<file path="config.mk">
export PLATFORM = sky130hd
export DESIGN_NAME = parking_display_scanner
export DESIGN_NICKNAME = d
export VERILOG_FILES = /design/src/rtl/parking_display_scanner_pkg.sv /design/src/rtl/parking_display_scanner_bin2bcd2.sv /design/src/rtl/parking_display_scanner.sv
export SDC_FILE = /design/constraint.sdc
export NUM_CORES = 1
export LEC_CHECK = 0
export CAP_MARGIN = 10
export CORE_ASPECT_RATIO = 1.4
export CORE_MARGIN = 2
export CORE_UTILIZATION = 50
export DETAILED_ROUTE_END_ITERATION = 10
export GPL_TIMING_DRIVEN = 0
export PLACE_DENSITY = 0.69
export SETUP_SLACK_MARGIN = 0.5
export SKIP_LAST_GASP = 1
export SYNTH_ARGS = -nofsm -noshare
export SYNTH_HDL_FRONTEND = slang
export SYNTH_HIERARCHICAL = 1
export SYNTH_SLANG_ARGS = --single-unit
</file>
<file path="constraint.sdc">
create_clock -name clk -period 8.4 [get_ports clk]
set_clock_uncertainty 0.1 [all_clocks]
set_input_delay 1.68 -clock clk [delete_from_list [all_inputs] [get_ports clk]]
set_output_delay 1.68 -clock clk [all_outputs]
set_load 0.05 [all_outputs]
</file>
<file path="src/rtl/parking_display_scanner_pkg.sv">
// rtl/parking_display_scanner_pkg.sv - shared constants and position index for the parking display scanner
// Purpose: blank code, number of scanned positions, position enum and its wrap-around successor.
// Ports: none (package).
package pkg_parking;

   localparam logic [3:0] BLANK_CODE = 4'hF;
   localparam int         NUM_POS    = 6;

   typedef enum logic [2:0] {
      POS_FSYM = 3'd0,
      POS_FT   = 3'd1,
      POS_FU   = 3'd2,
      POS_BSYM = 3'd3,
      POS_BT   = 3'd4,
      POS_BU   = 3'd5
   } pos_e;

   function automatic pos_e next_pos(input pos_e p);
      return (p == POS_BU) ? POS_FSYM : pos_e'(p + 3'd1);
   endfunction

endpackage

</file>
<file path="src/rtl/parking_display_scanner_bin2bcd2.sv">
// rtl/parking_display_scanner_bin2bcd2.sv - combinational 0..99 binary to two-digit BCD
// Purpose: split a binary count into tens and units digits.
// Ports:
//   bin_i    in  7  binary value, 0..99
//   tens_o   out 4  tens digit
//   units_o  out 4  units digit
module bin2bcd2 (
   input  logic [6:0] bin_i,
   output logic [3:0] tens_o,
   output logic [3:0] units_o
);

   assign tens_o  = 4'(bin_i / 7'd10);
   assign units_o = 4'(bin_i % 7'd10);

endmodule

</file>
<file path="src/rtl/parking_display_scanner.sv">
// rtl/parking_display_scanner.sv - time-multiplexed 7-seg scanner for free/busy slot counts
// Purpose: synchronise slot sensors, snapshot busy/free counts once per frame and scan six
//          digit positions (F sym, free tens, free units, B sym, busy tens, busy units).
// Ports:
//   clk          in   1        system clock
//   rst_n        in   1        asynchronous active-low reset
//   en           in   1        scan enable
//   occupied     in   N_SLOTS  raw sensor inputs, 1 = slot busy
//   digit_code   out  4        code for the active position, 4'hF = blank
//   digit_sel_n  out  6        active-low one-hot digit enable
//   full         out  1        snapshot free count is zero
//   empty        out  1        snapshot busy count is zero
//   frame_start  out  1        one-cycle pulse when position 0 is entered
module parking_display_scanner
   import pkg_parking::*;
#(
   parameter int         N_SLOTS      = 4,
   parameter int         SCAN_DIV     = 50000,
   parameter int         BLINK_FRAMES = 64,
   parameter bit         LZ_BLANK     = 1'b1,
   parameter logic [3:0] FREE_SYM     = 4'b1001,
   parameter logic [3:0] BUSY_SYM     = 4'b1010
) (
   input  logic               clk,
   input  logic               rst_n,
   input  logic               en,
   input  logic [N_SLOTS-1:0] occupied,
   output logic [3:0]         digit_code,
   output logic [5:0]         digit_sel_n,
   output logic               full,
   output logic               empty,
   output logic               frame_start
);

   localparam int CW = $clog2(N_SLOTS + 1);
   localparam int PW = $clog2(SCAN_DIV);
   localparam int FW = (BLINK_FRAMES > 1) ? $clog2(BLINK_FRAMES) : 1;

   if (N_SLOTS < 1 || N_SLOTS > 99) begin : g_bad_slots
      $error("N_SLOTS must be in 1..99");
   end
   if (SCAN_DIV < 2) begin : g_bad_div
      $error("SCAN_DIV must be >= 2");
   end
   if (BLINK_FRAMES < 1) begin : g_bad_blink
      $error("BLINK_FRAMES must be >= 1");
   end

   logic [N_SLOTS-1:0] sync1_q, sync2_q;
   logic [PW-1:0]      presc_q, presc_d;
   pos_e               idx_q, idx_d;
   logic [CW-1:0]      snap_busy_q, snap_busy_d, snap_free_q, snap_free_d;
   logic [FW-1:0]      frame_cnt_q, frame_cnt_d;
   logic               phase_q, phase_d;
   logic               full_q, full_d, empty_q, empty_d;
   logic               frame_start_q, frame_start_d;
   logic [3:0]         digit_code_q, digit_code_d;
   logic [NUM_POS-1:0] digit_sel_n_q, digit_sel_n_d;

   logic [CW-1:0] busy, free;
   logic [3:0]    free_tens, free_units, busy_tens, busy_units;
   logic          tick, frame_wrap, blink;

   always_comb begin
      busy = '0;
      for (int i = 0; i < N_SLOTS; i++) begin
         busy = busy + CW'(sync2_q[i]);
      end
   end
   assign free = CW'(N_SLOTS) - busy;

   bin2bcd2 u_free_bcd (.bin_i(7'(snap_free_q)), .tens_o(free_tens), .units_o(free_units));
   bin2bcd2 u_busy_bcd (.bin_i(7'(snap_busy_q)), .tens_o(busy_tens), .units_o(busy_units));

   assign tick       = en && (presc_q == PW'(SCAN_DIV - 1));
   assign frame_wrap = tick && (idx_q == POS_BU);
   assign blink      = full_q && phase_q;

   always_comb begin
      presc_d       = presc_q;
      idx_d         = idx_q;
      snap_busy_d   = snap_busy_q;
      snap_free_d   = snap_free_q;
      frame_cnt_d   = frame_cnt_q;
      phase_d       = phase_q;
      full_d        = full_q;
      empty_d       = empty_q;
      frame_start_d = 1'b0;
      digit_code_d  = digit_code_q;
      digit_sel_n_d = digit_sel_n_q;

      if (en) begin
         presc_d = tick ? '0 : presc_q + 1'b1;
      end
      if (tick) begin
         idx_d = next_pos(idx_q);
      end

      if (frame_wrap) begin
         snap_busy_d   = busy;
         snap_free_d   = free;
         full_d        = (free == '0);
         empty_d       = (busy == '0);
         frame_start_d = 1'b1;
         // Blink timing restarts from phase 0 each time the lot becomes full,
         // and stops immediately when it is no longer full.
         if (!full_q || free != '0) begin
            frame_cnt_d = '0;
            phase_d     = 1'b0;
         end else if (frame_cnt_q == FW'(BLINK_FRAMES - 1)) begin
            frame_cnt_d = '0;
            phase_d     = ~phase_q;
         end else begin
            frame_cnt_d = frame_cnt_q + 1'b1;
         end
      end

      // Codes for idx 1..5 use the snapshot taken when idx 0 was entered.
      if (!en) begin
         digit_code_d  = BLANK_CODE;
         digit_sel_n_d = '1;
      end else if (tick) begin
         digit_sel_n_d = ~(NUM_POS'(1) << idx_d);
         case (idx_d)
            POS_FSYM: digit_code_d = FREE_SYM;
            POS_FT:   digit_code_d = (blink || (LZ_BLANK && free_tens == 4'd0)) ? BLANK_CODE : free_tens;
            POS_FU:   digit_code_d = blink ? BLANK_CODE : free_units;
            POS_BSYM: digit_code_d = BUSY_SYM;
            POS_BT:   digit_code_d = (LZ_BLANK && busy_tens == 4'd0) ? BLANK_CODE : busy_tens;
            POS_BU:   digit_code_d = busy_units;
            default:  digit_code_d = BLANK_CODE;
         endcase
      end
   end

   always_ff @(posedge clk or negedge rst_n) begin
      if (!rst_n) begin
         sync1_q       <= '0;
         sync2_q       <= '0;
         presc_q       <= '0;
         idx_q         <= POS_BU;
         snap_busy_q   <= '0;
         snap_free_q   <= '0;
         frame_cnt_q   <= '0;
         phase_q       <= 1'b0;
         full_q        <= 1'b0;
         empty_q       <= 1'b0;
         frame_start_q <= 1'b0;
         digit_code_q  <= BLANK_CODE;
         digit_sel_n_q <= '1;
      end else begin
         sync1_q       <= occupied;
         sync2_q       <= sync1_q;
         presc_q       <= presc_d;
         idx_q         <= idx_d;
         snap_busy_q   <= snap_busy_d;
         snap_free_q   <= snap_free_d;
         frame_cnt_q   <= frame_cnt_d;
         phase_q       <= phase_d;
         full_q        <= full_d;
         empty_q       <= empty_d;
         frame_start_q <= frame_start_d;
         digit_code_q  <= digit_code_d;
         digit_sel_n_q <= digit_sel_n_d;
      end
   end

   assign digit_code  = digit_code_q;
   assign digit_sel_n = digit_sel_n_q;
   assign full        = full_q;
   assign empty       = empty_q;
   assign frame_start = frame_start_q;

endmodule

</file>
==> results.md <==
* Post-DP Area at 3811 um^2
* RSZ-0062 raised after global routing: false
* Reg2reg start: sync2_q[0]
* Die ar. at 7478 um^2
* Row cnt at 35
* IO buf count at 19
* Sequential cell area at 1316 um^2
* Die height at ~100 um
* Drt first pass iters at 4
* PwrDens at 134.5 nW/um^2
* Worst Setup EP: empty
* P_leak at 0.001626 uW
* Setup Buffers After CTS at 0
* Number of diodes at 0
* CTS HTree Levels at 2
* Total CTS buffers at 5
* CTS tree: yes
* WL final at 7.073 mm
* Grt ovf at 0
* Finish-stage setup viols at 0
* Worst path arrival time at 3820 ps
* Post-route DRC at 0
* Clk_lat worst skew at 300 ps
* Slew HR at 0.6221
* Final design area excluding fillers at roughly 3900 um^2
* Die W at 73.66 um
* Max Cap Violations at 0
* Status: finished, final reports clean
* Initial antenna violation count at 0
* Most common cell after layout, fill and taps aside: dfrtp_1
* Final Wtd Congestion at 0.8763
* Type of the worst setup path: input port to register
* Worst Path Required at 8490 ps
* Commonest cells after routing, fill and taps aside: dfrtp_1, conb_1, nor2_1
* Clk sinks at 52
* Reg2reg path depth at 12
* Initial drt markers at between 100 and 150
* Max Fclk at 268.2 MHz
* Multi-input gate area at 1984 um^2
* Seq/Total Area, Yosys at 0.3875
* Synth warnings at 6
* Root Buffer: clkbuf_8
* Largest net degree at the start of global routing at 31
* Vias in the first global route at 2766
* Total GRT Usage at 0.2067
* Core area at 6569 um^2
* CP startpoint kind: input port
* Via density at 5.712
* Fraction of registers with async set/reset at 1.000
* Final period util at 0.4439
* Peak VDD IR at 0.1147 mV
* Final hold violation count at 0
* Synthesized area per cell at 9.515 um^2
* First-pass GRT wire length at between 10 and 15 mm
* Synth Instances at around 360
* CP Launch Point: en
* Clock-pin slew on the worst setup and hold paths at 90 ps
* Yosys reg bits at 52
* Initial core utilization at 0.5171
* Cts repair resizes at 0
* CTS Hold Bufs at 0
* Number of distinct library cells after synthesis at 69
* Via count at 2799
* Post-synth EDFFs at 0
* Layout area overhead at 14.70%
* Clock buffer depth at 2
* Setup TNS at 0 ps
* Hpwl dp at 5.426 mm
* Final Max Slew Viols at 0
* Fin nets at around 430
* Layout cells sized above 1 at 0.1394
* I/O pin cnt at 20
* Reg2reg setup slack at 5260 ps
* Worst r2r dst: frame_cnt_q[3]
* Hold Path Class: register to register
* DRT antenna net count at 0
* Worst Tran Pin Value at between 500 and 600 ps
* CP Max Fanout at 10
* Main flop type after synthesis: dfrtp_1
* DR WL/cell at 14.43 um
* Min Tclk post-route at around 3700 ps
* Fillers at approximately 600
* CP Capture Type: register
* Netlist Area Pre-Place at 3397 um^2
==> power breakdown <==
part	switching [uW]	total (uW)	internal, uW
logic	59.7	106	46.2
registers	18.0	284	266
clock network	76.4	135	58.3
==> registers in the layout, indices dropped and copies added (netlist names) <==
register     count
snap_free_q      2
frame_cnt_q      6
frame_start      1
digit_sel_n      6
phase_q          1
digit_code       4
empty            1
full             1
snap_busy_q      3
sync1_q          4
presc_q         16
sync2_q          4
idx_q            3
==> worst min path at each step <==
stage	from	depth (start not counted)	slack [ps]	endpoint
floorplan	sync1_q[0]	0	230	sync2_q[0]
global placement	sync1_q[2]	0	230	sync2_q[2]
detailed placement	sync1_q[0]	0	230	sync2_q[0]
CTS	sync1_q[0]	0	260	sync2_q[0]
global route	sync1_q[0]	0	270	sync2_q[0]
finish	sync1_q[0]	0	250	sync2_q[0]
==> cell families (layout without fill, tap and decap cells) <==
| group | Yosys count | after routing | share of synthesized area |
|---|---|---|---|
| compound gates | 102 | 102 | 0.2343 |
| buf+inv | 47 | 75 | 0.06261 |
| other cells | 1 | 32 | 0.001104 |
| simple gates | 122 | 122 | 0.2125 |
| xor+xnor | 15 | 15 | 0.03868 |
| flops | 52 | 52 | 0.3875 |
| fa+ha+maj | 10 | 10 | 0.03904 |
| mux | 8 | 8 | 0.02431 |
==> through the flow <==
step | setup slack [ps] | hold WS, ps | power [uW] | instances | utilization
finish | 4672 | 254.1 | 524.2 | 490 | 0.5931
global route | 4544 | 267.1 | 558.4 | 490 | 0.5931
CTS | 4675 | 257.2 | 525.9 | 490 | 0.5931
detailed placement | 4386 | 234.7 | 387.7 | 482 | 0.5802
global placement | 4080 | 232.4 | 383.4 | 481 | 0.5779
floorplan | 5227 | 231.2 | 363.9 | 388 | -
==> cells in the mapped netlist (7+ instances only) <==
cell type	instances	area (um^2)
or3_1	7	43.79
dfstp_2	12	315.3
nand2_1	17	63.81
nor3_1	8	40.04
nand2b_1	10	62.56
nand3_1	13	65.06
dfrtp_1	40	1001
clkbuf_1	8	30.03
inv_1	23	86.33
ha_1	9	112.6
o31ai_1	10	75.07
xnor2_1	9	78.83
o21ai_0	23	115.1
nor2_1	25	93.84
==> critical path, stage by stage <==
cell and delay (ps):
clkdlybuf4s50_1 590, nand4_1 240, or4_1 520, buf_2 200
nor2_1 220, mux2_2 360
==> layer usage <==
| layer | track usage | wire length [um] |
|---|---|---|
| met1 | 0.2498 | 3081 |
| met2 | 0.3716 | 3694 |
| met3 | 0.02090 | 86 |
| met4 | 0.07972 | 210 |
| met5 | 0 | 0 |
==> area by class of cell <==
cell class                      count  share of cell area
Buffer                             20             0.02858
Clock inverter                      2            0.003211
Timing Repair Buffer               20             0.05267
Multi-Input combinational cell    289              0.5093
Tap cell                           74             0.02376
Sequential cell                    52              0.3378
Clock buffer                        6             0.01863
Inverter                           27             0.02601
No activity file was read; power rests on OpenSTA's default activity.
